===== src/rtl/fp_stim_gen_if.sv =====
// Operand-pair stream between the stimulus generator and the adder under test.
//   out_valid / out_ready : stream handshake (pair transfers when both are high)
//   a, b                  : operands, WIDTH bits each
//   operation_select      : 0 add, 1 sub
//   index                 : beat number of the presented pair
interface fp_stim_gen_if #(
   parameter int unsigned WIDTH = 32
);
   logic             out_valid;
   logic             out_ready;
   logic [WIDTH-1:0] a;
   logic [WIDTH-1:0] b;
   logic             operation_select;
   logic [15:0]      index;

   modport master (
      output out_valid,
      output a,
      output b,
      output operation_select,
      output index,
      input  out_ready
   );

   modport slave (
      input  out_valid,
      input  a,
      input  b,
      input  operation_select,
      input  index,
      output out_ready
   );
endinterface


===== src/rtl/fp_stim_gen.sv =====
// Operand-pair generator for the floating-point add/sub datapath.
// A run is launched by start and emits exactly count pairs on the stream
// interface, in zero, fixed, random, special-value, ordered or narrow mode.
//   clk, rst              : clock, synchronous active-high reset
//   start                 : launch a run (sampled only when idle)
//   mode, op_cfg, count   : run configuration, latched on start
//   value_a, value_b      : operands for the fixed mode, latched on start
//   bus (master)          : out_valid/out_ready, a, b, operation_select, index
//   busy                  : high while a run is emitting pairs
//   done                  : one-cycle pulse at the end of a run
module fp_stim_gen #(
   parameter int unsigned WIDTH     = 32,
   parameter int unsigned EXP_BITS  = 8,
   parameter int unsigned MANT_BITS = 23,
   parameter logic [31:0] SEED      = 32'h0000_0001
) (
   input  logic                 clk,
   input  logic                 rst,
   input  logic                 start,
   input  logic [2:0]           mode,
   input  logic [1:0]           op_cfg,
   input  logic [15:0]          count,
   input  logic [WIDTH-1:0]     value_a,
   input  logic [WIDTH-1:0]     value_b,
   fp_stim_gen_if.master        bus,
   output logic                 busy,
   output logic                 done
);

   localparam int unsigned RND_BITS  = 2 * WIDTH + 1;
   localparam int unsigned RNG_WORDS = (RND_BITS + 31) / 32;
   localparam logic [3:0]  SPEC_LAST = 4'd11;

   localparam logic [2:0] MODE_ZERO    = 3'd0;
   localparam logic [2:0] MODE_FIXED   = 3'd1;
   localparam logic [2:0] MODE_RANDOM  = 3'd2;
   localparam logic [2:0] MODE_SPECIAL = 3'd3;
   localparam logic [2:0] MODE_A_GT_B  = 3'd4;
   localparam logic [2:0] MODE_A_LT_B  = 3'd5;
   localparam logic [2:0] MODE_NARROW  = 3'd6;

   typedef enum logic [1:0] {
      ST_IDLE = 2'd0,
      ST_RUN  = 2'd1,
      ST_DONE = 2'd2
   } state_t;

   state_t           state;
   logic [31:0]      rng_q;
   logic [2:0]       mode_q;
   logic [1:0]       op_cfg_q;
   logic [15:0]      count_q;
   logic [WIDTH-1:0] value_a_q;
   logic [WIDTH-1:0] value_b_q;
   logic [3:0]       spec_lo_q;
   logic [3:0]       spec_hi_q;

   logic             valid_q;
   logic [WIDTH-1:0] a_q;
   logic [WIDTH-1:0] b_q;
   logic             op_q;
   logic [15:0]      index_q;

   logic             gen_idle;
   logic [31:0]      rng_src;
   logic [31:0]      words [RNG_WORDS+1];
   logic [RND_BITS-1:0] rnd;

   logic [2:0]       g_mode;
   logic [1:0]       g_op_cfg;
   logic [WIDTH-1:0] g_va;
   logic [WIDTH-1:0] g_vb;
   logic [3:0]       g_lo;
   logic [3:0]       g_hi;
   logic [WIDTH-1:0] ra;
   logic [WIDTH-1:0] rb;
   logic [WIDTH-1:0] max_v;
   logic [WIDTH-1:0] min_v;
   logic [WIDTH-1:0] gen_a;
   logic [WIDTH-1:0] gen_b;
   logic             gen_op;
   logic             handshake;

   function automatic logic [31:0] xorshift32(input logic [31:0] x);
      logic [31:0] y;
      y = x ^ (x << 13);
      y = y ^ (y >> 17);
      y = y ^ (y << 5);
      return y;
   endfunction

   // Special-value table entry k for the configured format.
   function automatic logic [WIDTH-1:0] special_val(input logic [3:0] k);
      logic                 s;
      logic [EXP_BITS-1:0]  e;
      logic [MANT_BITS-1:0] m;
      s = 1'b0;
      e = '0;
      m = '0;
      case (k)
         4'd1:  s = 1'b1;
         4'd2:  e = '1;
         4'd3:  begin s = 1'b1; e = '1; end
         4'd4:  begin e = '1; m[MANT_BITS-1] = 1'b1; end
         4'd5:  begin e = '1; e[0] = 1'b0; m = '1; end
         4'd6:  e = EXP_BITS'(1);
         4'd7:  m = MANT_BITS'(1);
         4'd8:  begin s = 1'b1; e = '1; e[0] = 1'b0; m = '1; end
         4'd9:  begin s = 1'b1; e = EXP_BITS'(1); end
         4'd10: begin s = 1'b1; m = MANT_BITS'(1); end
         4'd11: begin e = '1; e[EXP_BITS-1] = 1'b0; end
         default: s = 1'b0;
      endcase
      return {s, e, m};
   endfunction

   // Positive value with exponent just above the bias region and a 3-bit mantissa top.
   function automatic logic [WIDTH-1:0] narrow_val(input logic [4:0] r);
      logic [EXP_BITS-1:0]  e;
      logic [MANT_BITS-1:0] m;
      e = '0;
      e[EXP_BITS-1] = 1'b1;
      e[1:0] = r[1:0];
      m = '0;
      m[MANT_BITS-1 -: 3] = r[4:2];
      return {1'b0, e, m};
   endfunction

   assign handshake = valid_q && bus.out_ready;
   assign gen_idle  = (state == ST_IDLE);

   // Idle generation computes the first beat straight from the seed.
   assign rng_src  = gen_idle ? SEED : rng_q;
   assign words[0] = rng_src;

   // Chain of xorshift words for one beat; R is built from words 1..K.
   for (genvar gi = 0; gi < RNG_WORDS; gi++) begin : g_words
      assign words[gi+1] = xorshift32(words[gi]);
   end

   for (genvar gb = 0; gb < RND_BITS; gb++) begin : g_rnd
      assign rnd[gb] = words[gb/32 + 1][gb%32];
   end

   // Next-pair generator: live inputs when idle, latched config during a run.
   always_comb begin
      g_mode   = gen_idle ? mode     : mode_q;
      g_op_cfg = gen_idle ? op_cfg   : op_cfg_q;
      g_va     = gen_idle ? value_a  : value_a_q;
      g_vb     = gen_idle ? value_b  : value_b_q;
      g_lo     = 4'd0;
      g_hi     = 4'd0;
      ra       = rnd[WIDTH-1:0];
      rb       = rnd[2*WIDTH-1:WIDTH];
      max_v    = ra;
      min_v    = rb;
      gen_a    = '0;
      gen_b    = '0;
      gen_op   = 1'b0;

      if (!gen_idle) begin
         if (spec_lo_q == SPEC_LAST) begin
            g_lo = 4'd0;
            g_hi = (spec_hi_q == SPEC_LAST) ? 4'd0 : spec_hi_q + 4'd1;
         end else begin
            g_lo = spec_lo_q + 4'd1;
            g_hi = spec_hi_q;
         end
      end

      // Equal draws are split so the ordered modes stay strict.
      if (ra > rb) begin
         max_v = ra;
         min_v = rb;
      end else if (ra < rb) begin
         max_v = rb;
         min_v = ra;
      end else begin
         max_v = ra | WIDTH'(1);
         min_v = ra & ~WIDTH'(1);
      end

      case (g_mode)
         MODE_FIXED:   begin gen_a = g_va;  gen_b = g_vb;  end
         MODE_RANDOM:  begin gen_a = ra;    gen_b = rb;    end
         MODE_SPECIAL: begin gen_a = special_val(g_hi); gen_b = special_val(g_lo); end
         MODE_A_GT_B:  begin gen_a = max_v; gen_b = min_v; end
         MODE_A_LT_B:  begin gen_a = min_v; gen_b = max_v; end
         MODE_NARROW:  begin
            gen_a = narrow_val(rnd[4:0]);
            gen_b = narrow_val(rnd[WIDTH+4:WIDTH]);
         end
         default:      begin gen_a = '0;    gen_b = '0;    end
      endcase

      case (g_op_cfg)
         2'd0:    gen_op = 1'b0;
         2'd1:    gen_op = 1'b1;
         2'd2:    gen_op = gen_idle ? 1'b0 : ~op_q;
         default: gen_op = rnd[2*WIDTH];
      endcase
   end

   // Run control FSM with registered stream outputs.
   always_ff @(posedge clk) begin
      if (rst) begin
         state     <= ST_IDLE;
         rng_q     <= SEED;
         mode_q    <= '0;
         op_cfg_q  <= '0;
         count_q   <= '0;
         value_a_q <= '0;
         value_b_q <= '0;
         spec_lo_q <= '0;
         spec_hi_q <= '0;
         valid_q   <= 1'b0;
         a_q       <= '0;
         b_q       <= '0;
         op_q      <= 1'b0;
         index_q   <= '0;
         busy      <= 1'b0;
         done      <= 1'b0;
      end else begin
         case (state)
            ST_IDLE: begin
               if (start) begin
                  mode_q    <= mode;
                  op_cfg_q  <= op_cfg;
                  count_q   <= count;
                  value_a_q <= value_a;
                  value_b_q <= value_b;
                  rng_q     <= SEED;
                  if (count == 16'd0) begin
                     state <= ST_DONE;
                     done  <= 1'b1;
                  end else begin
                     state     <= ST_RUN;
                     busy      <= 1'b1;
                     valid_q   <= 1'b1;
                     a_q       <= gen_a;
                     b_q       <= gen_b;
                     op_q      <= gen_op;
                     index_q   <= 16'd0;
                     spec_lo_q <= g_lo;
                     spec_hi_q <= g_hi;
                     rng_q     <= words[RNG_WORDS];
                  end
               end
            end
            ST_RUN: begin
               if (handshake) begin
                  if (index_q == count_q - 16'd1) begin
                     state   <= ST_DONE;
                     valid_q <= 1'b0;
                     busy    <= 1'b0;
                     done    <= 1'b1;
                  end else begin
                     a_q       <= gen_a;
                     b_q       <= gen_b;
                     op_q      <= gen_op;
                     index_q   <= index_q + 16'd1;
                     spec_lo_q <= g_lo;
                     spec_hi_q <= g_hi;
                     rng_q     <= words[RNG_WORDS];
                  end
               end
            end
            ST_DONE: begin
               done  <= 1'b0;
               state <= ST_IDLE;
            end
            default: state <= ST_IDLE;
         endcase
      end
   end

   assign bus.out_valid        = valid_q;
   assign bus.a                = a_q;
   assign bus.b                = b_q;
   assign bus.operation_select = op_q;
   assign bus.index            = index_q;

endmodule


===== src/flat_wrapper.sv =====
// flat-port wrapper written by rule: the top's interface ports become plain ports
module fp_stim_gen_flat 
#(
   parameter int unsigned WIDTH     = 32,
   parameter int unsigned EXP_BITS  = 8,
   parameter int unsigned MANT_BITS = 23,
   parameter logic [31:0] SEED      = 32'h0000_0001
)
  (clk, rst, start, mode, op_cfg, count, value_a, value_b, busy, done, bus_out_valid, bus_a, bus_b, bus_operation_select, bus_index, bus_out_ready);
  fp_stim_gen_if #(.WIDTH(WIDTH)) bus_i ();
  input  logic clk;
  input  logic rst;
  input  logic start;
  input  logic [2:0] mode;
  input  logic [1:0] op_cfg;
  input  logic [15:0] count;
  input  logic [WIDTH-1:0] value_a;
  input  logic [WIDTH-1:0] value_b;
  output logic busy;
  output logic done;
  output wire logic [$bits(bus_i.out_valid)-1:0] bus_out_valid;
  output wire logic [$bits(bus_i.a)-1:0] bus_a;
  output wire logic [$bits(bus_i.b)-1:0] bus_b;
  output wire logic [$bits(bus_i.operation_select)-1:0] bus_operation_select;
  output wire logic [$bits(bus_i.index)-1:0] bus_index;
  input wire logic [$bits(bus_i.out_ready)-1:0] bus_out_ready;
  assign bus_out_valid = bus_i.out_valid;
  assign bus_a = bus_i.a;
  assign bus_b = bus_i.b;
  assign bus_operation_select = bus_i.operation_select;
  assign bus_index = bus_i.index;
  assign bus_i.out_ready = bus_out_ready;
  fp_stim_gen #(.WIDTH(WIDTH), .EXP_BITS(EXP_BITS), .MANT_BITS(MANT_BITS), .SEED(SEED)) u_core (.clk(clk), .rst(rst), .start(start), .mode(mode), .op_cfg(op_cfg), .count(count), .value_a(value_a), .value_b(value_b), .bus(bus_i), .busy(busy), .done(done));
endmodule

===== config.mk =====
export PLATFORM = sky130hd
export DESIGN_NAME = fp_stim_gen_flat
export DESIGN_NICKNAME = d
export VERILOG_FILES = /design/src/rtl/fp_stim_gen_if.sv /design/src/rtl/fp_stim_gen.sv /design/src/flat_wrapper.sv
export SDC_FILE = /design/constraint.sdc
export NUM_CORES = 1
export LEC_CHECK = 0
export ABC_AREA = 1
export CAP_MARGIN = 20
export CORE_MARGIN = 2
export CORE_UTILIZATION = 53
export CTS_BUF_LIST = sky130_fd_sc_hd__clkbuf_8 sky130_fd_sc_hd__clkbuf_16
export DETAILED_ROUTE_END_ITERATION = 8
export PLACE_DENSITY = 0.79
export SLEW_MARGIN = 20
export SYNTH_ARGS = -nofsm -noshare
export SYNTH_HDL_FRONTEND = slang
export SYNTH_SLANG_ARGS = --single-unit

===== constraint.sdc =====
create_clock -name clk -period 4.4 [get_ports clk]
set_clock_uncertainty 0.2 [all_clocks]
set_input_delay 1.32 -clock clk [delete_from_list [all_inputs] [get_ports clk]]
set_output_delay 1.32 -clock clk [all_outputs]
set_load 0.03 [all_outputs]

==> key figures <==
CTS
  – CTS Buffer Depth: 3
  – H-tree depth: 1
  – TritonCTS Buffers: 24
  – TritonCTS clock tree: done
  – Worst-Skew Late Latency: approximately 0.56 ns
  – Reg clk slew, reported paths: ~0.06 ns
  – Clk sinks: 210
  – CTS root buf: clkbuf_16
  – Hold Buf Count CTS: 0

Job
  – Maxcap violations: 0

Synth
  – Mapped Nets: 2698
  – Post-synth EDFFs: 0
  – Synth Warn #: 0
  – Mapped cell area: approximately 16000 sq um
  – Most used DFF post-synth: dfxtp_1
  – Seq/Total Area, Yosys: 26.4%
  – Count of cell types in the netlist: 64
  – Async SR Flop Fraction: 0%
  – Seq cells post-synth: 210
  – Synth Instances: roughly 2600
  – Synthesized area per cell: slightly above 6 sq um

Global route
  – Most Crowded Layer GR: met2
  – Largest net degree at the start of global routing: 146
  – GR Layer Usage met3: under 10%
  – Total Routing Usage GR: between 40% and 50%
  – First-pass GRT wire length: between 100000 and 150000 um
  – Initial antenna violation count: 2
  – Overflow after GRT: 0
  – M2 GR Usage: approximately 66%
  – Global Route met1 Usage: between 50 and 60%
  – Vias in the first global route: about 18000

STA
  – Slew Viols, Final: 0
  – Final hold violations: 0
  – Tightest Pin Transition: roughly 1 ns
  – Slew headroom: 31.6%
  – RSZ-0062 raised after global routing: yes
  – F_max: ~230 MHz
  – Final worst slack: -0.0440 ns
  – Minimum clock period: around 4.4 ns
  – Final Setup Violations: 3
  – Final period utilization: 101%

Floorplanning
  – Die height: approximately 180 um
  – Starting Density: 53.7%
  – Num rows: 63
  – Core area: about 30000 sq um
  – Total I/O pin count: between 150 and 200
  – Die ar.: around 31000 sq um
  – Die X: about 180 um

Detailed routing
  – DR WL/cell: 20.7 um
  – Total number of vias: roughly 20000
  – DR DRC count: 0
  – Pre-Repair DR Iteration Count: 8
  – Via density per instance: between 5 and 6
  – Routed Wire Length: 69100 um
  – Post-route ant nets: 0
  – DRT iter0 DRCs: around 2200

Cells and area
  – Area grow syn2layout: 40.2%
  – Share of cells above drive strength 1: about a quarter
  – Nets: between 3000 and 4000
  – Final Non-Filler Cells: roughly 3300
  – Multi-input gate area: between 10000 and 15000 sq um
  – Post-route cell area: around 22000 sq um
  – Fillers: ~2400
  – Storage cell area: ~4200 sq um

Critical path
  – Reg-to-reg slack, setup: -0.04 ns
  – Worst path required time: between 4 and 5 ns
  – Critical path class: reg2reg
  – Crit Path Max Fanout: 7
  – RR Endpoint: u_core.bus.b[22]
  – Worst Setup End Kind: register
  – Worst setup SP type: register
  – Critical R2R Launch: u_core.state[0]
  – Slowest stage delay, CP: about 0.34 ns
  – Critical path's slowest cell: dfxtp_2
  – Crit path arrival time: 4.71 ns
  – Worst Setup SP: u_core.state[0]
  – Cells on worst reg2reg path: 28

Placed design
  – HPWL after DPL: roughly 50000 um
  – Dpl ws: -0.208 ns
  – DP Area: 19600 sq um
  – # port buffers: 172
  – DP Cell Count: between 3000 and 4000
  – Gpl congestion: between 1 and 1.5

Worst hold path
  – Hold depth: 2
  – Hold EP: u_core.op_cfg_q[0]
  – HP Start: u_core.op_cfg_q[0]
  – Worst hold-check path type: reg2reg

Outcome
  – Failing checks: negative setup slack
  – Status: finished with violations
critical path, delay by kind of cell (launching register included):
| kind | cells | cell delay [ns] |
|---|---|---|
| AO/OA/AOI/OAI | 1 | 0.20 |
| XOR/XNOR | 2 | 0.33 |
| adder cells (fa/ha/maj) | 2 | 0.49 |
| buffers and inverters | 9 | 1.04 |
| flip-flops | 1 | 0.34 |
| AND/OR/NAND/NOR | 14 | 1.75 |
state kept, by name (all words and copies together), names as in the netlist, 4 cells and up:
| register | flops |
|---|---|
| u_core.value_a_q | 32 |
| u_core.bus.b | 32 |
| u_core.count_q | 16 |
| u_core.spec_hi_q | 4 |
| u_core.spec_lo_q | 4 |
| u_core.bus.a | 32 |
| u_core.bus.index | 16 |
| u_core.value_b_q | 32 |
| u_core.rng_q | 32 |
cell type report:
type	count	area share, %
multi-input combinational	2034	53.0
clock inverter	12	0.583
timing repair buffer	446	18.7
inverter	209	3.56
sequential	210	18.9
antenna	1	0.0112
tap	390	2.19
clock buffer	31	3.12
logic make-up (layout without fill, tap and decap cells):
family	after synthesis	in the layout	share of synthesized area, %
flip-flops	210	210	26.4
AND/OR/NAND/NOR	1487	1488	41.0
AO/OA/AOI/OAI	403	403	14.5
XOR/XNOR	117	117	7.34
adder cells (fa/ha/maj)	26	26	2.04
other	0	1	0
buffers and inverters	340	698	8.73
worst max path at each step:
stage                       end  slack [ns]  cells past startpoint
2_1_floorplan  u_core.bus.b[21]        0.02                     24
3_3_place_gp    u_core.bus.b[4]       -0.14                     26
3_5_place_dp    u_core.bus.b[4]       -0.21                     27
4_1_cts         u_core.bus.a[2]      -0.001                     27
5_1_grt        u_core.bus.b[29]       -0.25                     27
6_report       u_core.bus.b[22]       -0.04                     28
placed cells by master, fill, tap and decap left out, drive strengths merged, types with 3 or more instances in the layout:
cell type	netlist	layout
o221ai	3	3
nor4	6	6
o21ai	104	104
o2111ai	5	5
dfxtp	210	210
o211ai	3	3
o32ai	30	30
inv	206	211
nand4	18	18
xor2	83	83
or2	15	15
nor2	282	283
xnor2	34	34
o21bai	3	3
clkdlybuf4s50	0	171
a21oi	214	214
a21o	4	4
o21a	3	3
ha	26	26
clkbuf	97	37
nand2	750	750
a31oi	5	5
nand3	382	382
buf	34	269
clkinvlp	0	3
nor3	26	26
a211oi	10	10
o31ai	3	3
clkinv	3	5
o22ai	4	4
or4	3	3
cell usage after synthesis, types with 6 or more instances:
cell type    n  area share, %
nand3_2     19            1.2
a211oi_1    10           0.47
nand3_1    363             11
a21oi_1    211            6.6
dfxtp_1    210             26
inv_2       38           0.90
buf_1        6           0.14
buf_4        6           0.28
nand2_1    704             17
o21ai_1      9           0.28
buf_6       10           0.71
clkbuf_1    97            2.3
o32ai_1     30            1.7
xor2_2      12            1.2
o21ai_0     93            2.9
nor2_1     272            6.4
nand4_1     17           0.67
xor2_1      69            3.8
nand2_2     43            1.7
inv_1      168            4.0
xnor2_1     32            1.8
or2_2       12           0.47
buf_2       12           0.38
nor3_1      22           0.69
nor2_2       8           0.31
ha_1        26            2.0
layer usage:
metal | up-vias | wire length [um]
li1 | 9191 | -
met4 | 2 | 4800
met2 | 1110 | 31000
met1 | 9281 | 26800
met5 | - | 13
met3 | 285 | 6520
metrics by stage:
stage / util [%] / setup TNS [ns] / hold slack [ns]
after floorplan: - / 0 / 0.224
after global placement: 66.2 / -4.96 / 0.237
after detailed placement: 66.2 / -10.23 / 0.247
after CTS: 69.5 / -0.00132 / 0.253
after global routing: 75.3 / -8.21 / 0.282
final: 75.3 / -0.0951 / 0.253
timing repair:
item                                    4_1_cts  5_1_grt
endpoints found under the setup margin       64       70
resized for setup                            22      326
gates cloned                                  0        7
pin swaps                                     4      118
buffers inserted                              5       12
Power is left out: the tool's default activity adds up to more than one toggle a clock period on the data nets, which glitch-free logic cannot reach.
